==> src/rtl/apu_pkg.sv <==
// Shared types and constants for the APU responder model: op codes, queue entry
// layout, flag bit positions and the integer op datapath.
package apu_pkg;

  localparam int APU_NARGS    = 3;
  localparam int APU_WOP      = 6;
  localparam int APU_NDSFLAGS = 15;
  localparam int APU_NUSFLAGS = 6;
  localparam int APU_WDATA    = 32;
  localparam int APU_WTIMER   = 4;

  localparam int FLAG_ZERO    = 0;
  localparam int FLAG_ILLEGAL = 1;
  localparam int FLAG_ECHO_LO = 2;
  localparam int FLAG_ECHO_HI = 5;

  typedef enum logic [APU_WOP-1:0] {
    APU_ADD = 6'd0,
    APU_SUB = 6'd1,
    APU_AND = 6'd2,
    APU_OR  = 6'd3,
    APU_XOR = 6'd4,
    APU_MUL = 6'd5,
    APU_MAC = 6'd6
  } apu_op_e;

  typedef struct packed {
    logic [APU_WDATA-1:0]    result;
    logic [APU_NUSFLAGS-1:0] flags;
    logic [APU_WTIMER-1:0]   timer;
  } apu_entry_t;

  function automatic apu_entry_t apu_exec(
    input logic [APU_WOP-1:0]                 op,
    input logic [APU_WDATA-1:0]               a,
    input logic [APU_WDATA-1:0]               b,
    input logic [APU_WDATA-1:0]               c,
    input logic [FLAG_ECHO_HI-FLAG_ECHO_LO:0] echo
  );
    apu_entry_t e;
    logic       illegal;
    e       = '0;
    illegal = 1'b0;
    case (op)
      APU_ADD: e.result = a + b;
      APU_SUB: e.result = a - b;
      APU_AND: e.result = a & b;
      APU_OR:  e.result = a | b;
      APU_XOR: e.result = a ^ b;
      APU_MUL: e.result = a * b;
      APU_MAC: e.result = a * b + c;
      default: begin
        e.result = '0;
        illegal  = 1'b1;
      end
    endcase
    e.flags[FLAG_ZERO]                 = (e.result == '0);
    e.flags[FLAG_ILLEGAL]              = illegal;
    e.flags[FLAG_ECHO_HI:FLAG_ECHO_LO] = echo;
    return e;
  endfunction

endpackage

==> src/rtl/apu_resp_queue.sv <==
// In-order response queue: circular buffer of {result, flags, timer}; every
// entry's timer counts down each cycle and the head may leave once it hits 0.
module apu_resp_queue
  import apu_pkg::*;
#(
  parameter int DEPTH = 4,
  localparam int AW   = $clog2(DEPTH),
  localparam int CW   = $clog2(DEPTH + 1)
) (
  input  logic          clk_i,
  input  logic          rst_ni,
  input  logic          push_i,
  input  apu_entry_t    push_entry_i,
  input  logic          pop_i,
  output apu_entry_t    head_o,
  output logic          head_ready_o,
  output logic [CW-1:0] count_o,
  output logic          full_o,
  output logic          empty_o
);

  apu_entry_t    mem_q [DEPTH];
  logic [AW-1:0] wr_ptr_q, rd_ptr_q;
  logic [CW-1:0] count_q;
  logic          push_ok, pop_ok;

  assign full_o       = (count_q == CW'(DEPTH));
  assign empty_o      = (count_q == '0);
  assign push_ok      = push_i && !full_o;
  assign pop_ok       = pop_i && !empty_o;
  assign head_o       = mem_q[rd_ptr_q];
  assign head_ready_o = !empty_o && (mem_q[rd_ptr_q].timer == '0);
  assign count_o      = count_q;

  always_ff @(posedge clk_i or negedge rst_ni) begin
    if (!rst_ni) begin
      for (int i = 0; i < DEPTH; i++) mem_q[i] <= '0;
      wr_ptr_q <= '0;
      rd_ptr_q <= '0;
      count_q  <= '0;
    end else begin
      for (int i = 0; i < DEPTH; i++)
        if (mem_q[i].timer != '0) mem_q[i].timer <= mem_q[i].timer - 1'b1;
      // a freshly pushed entry overrides the decrement of its slot
      if (push_ok) begin
        mem_q[wr_ptr_q] <= push_entry_i;
        wr_ptr_q        <= wr_ptr_q + AW'(1);
      end
      if (pop_ok) rd_ptr_q <= rd_ptr_q + AW'(1);
      case ({push_ok, pop_ok})
        2'b10:   count_q <= count_q + CW'(1);
        2'b01:   count_q <= count_q - CW'(1);
        default: count_q <= count_q;
      endcase
    end
  end

endmodule

==> config.mk <==
export PLATFORM = sky130hd
export DESIGN_NAME = apu_resp_queue
export DESIGN_NICKNAME = d
export VERILOG_FILES = /design/src/rtl/apu_pkg.sv /design/src/rtl/apu_resp_queue.sv
export SDC_FILE = /design/constraint.sdc
export NUM_CORES = 1
export LEC_CHECK = 0
export BUFFER_PORTS_ARGS = -buffer_cell sky130_fd_sc_hd__buf_2
export CORE_MARGIN = 2
export CORE_UTILIZATION = 30
export DETAILED_ROUTE_END_ITERATION = 6
export GPL_TIMING_DRIVEN = 0
export SETUP_SLACK_MARGIN = 0.15
export SYNTH_ARGS = -nofsm -noshare
export SYNTH_HDL_FRONTEND = slang
export SYNTH_SLANG_ARGS = --single-unit
==> constraint.sdc <==
create_clock -name clk_i -period 6.2 [get_ports clk_i]
set_clock_uncertainty 0.05 [all_clocks]
set_input_delay 0.93 -clock clk_i [delete_from_list [all_inputs] [get_ports clk_i]]
set_output_delay 0.93 -clock clk_i [all_outputs]
set_load 0.05 [all_outputs]
### Word level (Yosys, flattened, before mapping)

Index checks and enable logic that the tools add are counted.

| word-level totals | value |
|---|---|
| logic and storage cells | 56 |
| input bits | 46 |
| output and inout port bits | 48 |
| bits in registers | 175 |

| cells by class | value |
|---|---|
| add/subtract/negate cells | 8 |
| order comparisons | 3 |
| eq/ne operators | 3 |
| bitwise gates (word level) | 2 |
| muxes and demuxes | 12 |
| reductions and logical operators | 13 |

Operator list:

| operator | count |
|---|---|
| 168-bit bitwise mux | 1 |
| 130-bit 2-to-1 mux | 1 |
| 42-bit 2-to-1 mux | 3 |
| 42-bit binary-select mux with 2-bit select | 1 |
| 42-bit demux with 2-bit select | 1 |
| 4-bit 2-to-1 mux | 4 |
| 4-bit nonzero test | 4 |
| 4-bit by 1-bit subtractor with 4-bit output (second input constant) | 4 |
| 3-bit greater-or-equal comparator (second input constant) | 2 |
| 2-bit NOT with 3-bit output | 2 |
| 3-bit case mux with 2 select lines | 1 |
| 2-bit by 1-bit adder with 2-bit output (second input constant) | 2 |
| 1-bit logical AND | 4 |
| 4-bit zero test | 1 |
| 3-bit by 1-bit adder with 3-bit output (second input constant) | 1 |
| 3-bit == test (second input constant) | 1 |
| 3-bit zero test | 1 |
| 3-bit by 1-bit < comparator with 1-bit output (second input constant) | 1 |
| 3-bit by 1-bit subtractor with 3-bit output (second input constant) | 1 |
| 2-bit by 1-bit == test with 1-bit output (second input constant) | 1 |
| 2-bit == test (second input constant) | 1 |
| 1-bit zero test | 2 |
| 2-bit nonzero test | 1 |

### Longest topological paths before layout

| logic depth | value |
|---|---|
| word-level depth | 7 |
| depth in mapped cells | 9 |
| mapped depth without buffers | 8 |

### Least setup slack after synthesis

Ideal clock, no wire load.

| timing | value |
|---|---|
| path type | register to output |
| start point | register rd_ptr_q[1] |
| end point | output head_ready_o |
| setup slack | 2.829 ns |
| cell stages (with the launch flop) | 5 |
| data required time | 5.220 ns |
| arrival time | 2.391 ns |
| cell sequence | dfrtp_1 -> buf_6 -> mux4_1 -> or4_1 -> nor2_1 |

RTL lines:

| what | RTL line | RTL |
|---|---|---|
| start, declared | apu_resp_queue.sv:23 | `logic [AW-1:0] wr_ptr_q, rd_ptr_q;` |
| start signal, assigned | apu_resp_queue.sv:49 | `if (pop_ok) rd_ptr_q <= rd_ptr_q + AW'(1);` |
| end, declared | apu_resp_queue.sv:16 | `output logic head_ready_o,` |

==> impl_metrics.tcl <==
set metrics [dict create \
    synth-edff-count 0 \
    hold_viol 0 \
    r2r_cells 9 \
    yosysUniqueCellTypes 27 \
    cts.sinks 175 \
    layout_min_cycle_time_ns 3.47 \
    cp-end-kind "primary output" \
    ys_top_cells_by_count "175 x dfrtp_1, 171 x mux2_1, 41 x mux4_2, 16 x buf_4, 15 x inv_1" \
    finalMaxSlewViolations 0 \
    grt_pass1_wl_um 29000 \
    grt_pass1_vias 5424 \
    totalWireLength_um 17800 \
    rows 59 \
    detail-route-antenna-nets 0 \
    period_share_pct 56.0 \
    ys.flop_type "dfrtp_1" \
    io_pins 94 \
    crit_fanout 10 \
    grt-ovfl-total 0 \
    clk_path_buf_depth 2 \
    synth.avg_cell_area_um2 16.2 \
    postCtsResizedCells 0 \
    setup_violations 0 \
    rsz0062_at_grt "no" \
    cap_violations 0 \
    syn_nets 549 \
    synth.top_cell.area_share_pct 54.9 \
    track_usage_pct 13.5 \
    ctsHoldBuffers 0 \
    clock.fmax_ghz 0.288 \
    viasPerCell 4.82 \
    synth-seq-cells 175 \
    crit_type "reg -> out" \
    areaGrowthSynthToFinish_pct 19.4 \
    synth.most_common_cell "dfrtp_1" \
    grt_start_max_net_pins 102 \
    nets 661 \
    synthCells 493 \
    vias 4594 \
    fin_setup_tns_ns 0 \
    worstSetupStartpointType "register" \
    placed_cells 921 \
    arrival_ns 2.49 \
    dieArea_mm2 0.0279 \
    yosys.area.top_type "dfrtp_1" \
    synth_area_leaders "dfrtp_1 55%, mux2_1 24%, mux4_2 12%" \
    start_util_pct 30.6 \
    synth-seq-area-share_pct 54.9 \
    cts.clk_slew.worst_paths_ns 0.07 \
    h-tree-depth 4 \
    coreArea_mm2 0.0261 \
    cts_setup_buffers 0 \
    gp_congestion 0.722 \
    hpwl_um 12700 \
    antenna_found_initial 2 \
    cts_buffers 17 \
    drive_gt1_share_pct 31.2 \
    status "complete, no violations" \
    min_path_type "in -> async" \
    stdcell_count 954 \
    drcViolationCount 0 \
    required_ns 5.22 \
    die_w_um 167 \
    async_reset_ff_share_pct 100 \
    yosysWarningCount 0 \
    clk_latency_ns 0.41 \
    cts_tree "built" \
    drt_iter0_drc 131 \
    root_buffer "clkbuf_16" \
    wire_per_inst_um 18.7 \
    portBuffers 92 \
    tightest_slew_ns 0.793 \
    dr.pass1.iters 4 \
    die_h_um 167 \
    netlist_area_mm2 0.00797 \
    slew_headroom_pct 47.1 \
]
-- state kept, by name, indices dropped and copies added (netlist names) --
register,flops
rd_ptr_q,2
count_o,3
mem_q,168
wr_ptr_q,2
-- final timing paths --
| path | start | endpoint | slack, ns |
|---|---|---|---|
| setup / recovery | rd_ptr_q[1]$_DFFE_PN0N_ | head_o[23] | 2.73 |
| hold / removal | rst_ni | mem_q[124]$_DFFE_PN0P_ | 0.43 |
| setup reg to reg | count_o[1]$_DFFE_PN0P_ | count_o[2]$_DFFE_PN0P_ | 3.80 |
| hold reg to reg | mem_q[32]$_DFFE_PN0P_ | mem_q[32]$_DFFE_PN0P_ | 0.44 |
| max in group asynchronous | rst_ni | mem_q[46]$_DFFE_PN0P_ | 4.80 |
| min in group clk_i | mem_q[32]$_DFFE_PN0P_ | mem_q[32]$_DFFE_PN0P_ | 0.44 |
-- cell type report --
cell class,count,area (µm²)
clock inverter,15,201
antenna,1,2.50
multi-input combinational,273,3350
clock buffer,17,425
fill,2454,16500
buffer,28,180
timing repair buffer,93,498
sequential,175,4380
tap,335,419
inverter,17,63.8
-- logic make-up after synthesis --
kind of cell / count (synthesis) / synth area share (%)
muxes: 220 / 37.0
DFF: 175 / 54.9
buffers and inverters: 45 / 3.06
and+or+nand+nor: 29 / 1.96
xor gates and xnor gates: 11 / 1.21
adders and majority gates: 10 / 1.66
AOI/OAI and AO/OA: 3 / 0.188
-- per-layer routing --
layer / GRT usage (%) / wire length [µm] / vias to the layer above
met5: 0 / 13 / -
met4: 4.80 / 465 / 2
met3: 3.71 / 696 / 37
met2: 23.8 / 9120 / 89
met1: 15.7 / 7550 / 2434
li1: - / - / 2032
-- through the flow --
step | instance area (µm²) | hold WS [ns] | worst slack, ns | util, %
floorplan | 7970 | 0.409 | 2.83 | -
global placement | 8850 | 0.418 | 1.63 | 34.0
detailed placement | 8890 | 0.426 | 3.12 | 34.1
CTS | 9520 | 0.441 | 2.65 | 36.5
global route | 9520 | 0.451 | 2.61 | 36.5
finish | 9520 | 0.431 | 2.73 | 36.5
-- cells in the final DEF (no fill, tap or decap), types with 2 or more instances in the layout --
| cell | n |
|---|---|
| clkbuf_1 | 5 |
| xor2_1 | 3 |
| clkbuf_16 | 17 |
| inv_2 | 2 |
| dfrtp_1 | 175 |
| clkinv_8 | 6 |
| mux4_2 | 41 |
| inv_1 | 15 |
| buf_4 | 16 |
| xnor2_1 | 8 |
| buf_2 | 97 |
| nand3b_1 | 2 |
| mux2_2 | 2 |
| mux2i_1 | 5 |
| inv_6 | 4 |
| o21ai_0 | 3 |
| mux2_1 | 171 |
| nor3_1 | 4 |
| nand2_1 | 3 |
| nor2_1 | 7 |
| nor3b_1 | 4 |
| ha_1 | 9 |
| nand3_1 | 5 |
| inv_8 | 2 |
-- worst max-delay path, cell delays in order, from the launching register on --
cell and delay, ns:
dfrtp_1 0.34, buf_6 0.14, clkbuf_1 0.54, buf_2 0.44, mux4_2 0.39, buf_2 0.23
Power is not shown: default switching activity piles up to over one toggle a cycle in this logic, so the estimate is an artifact.
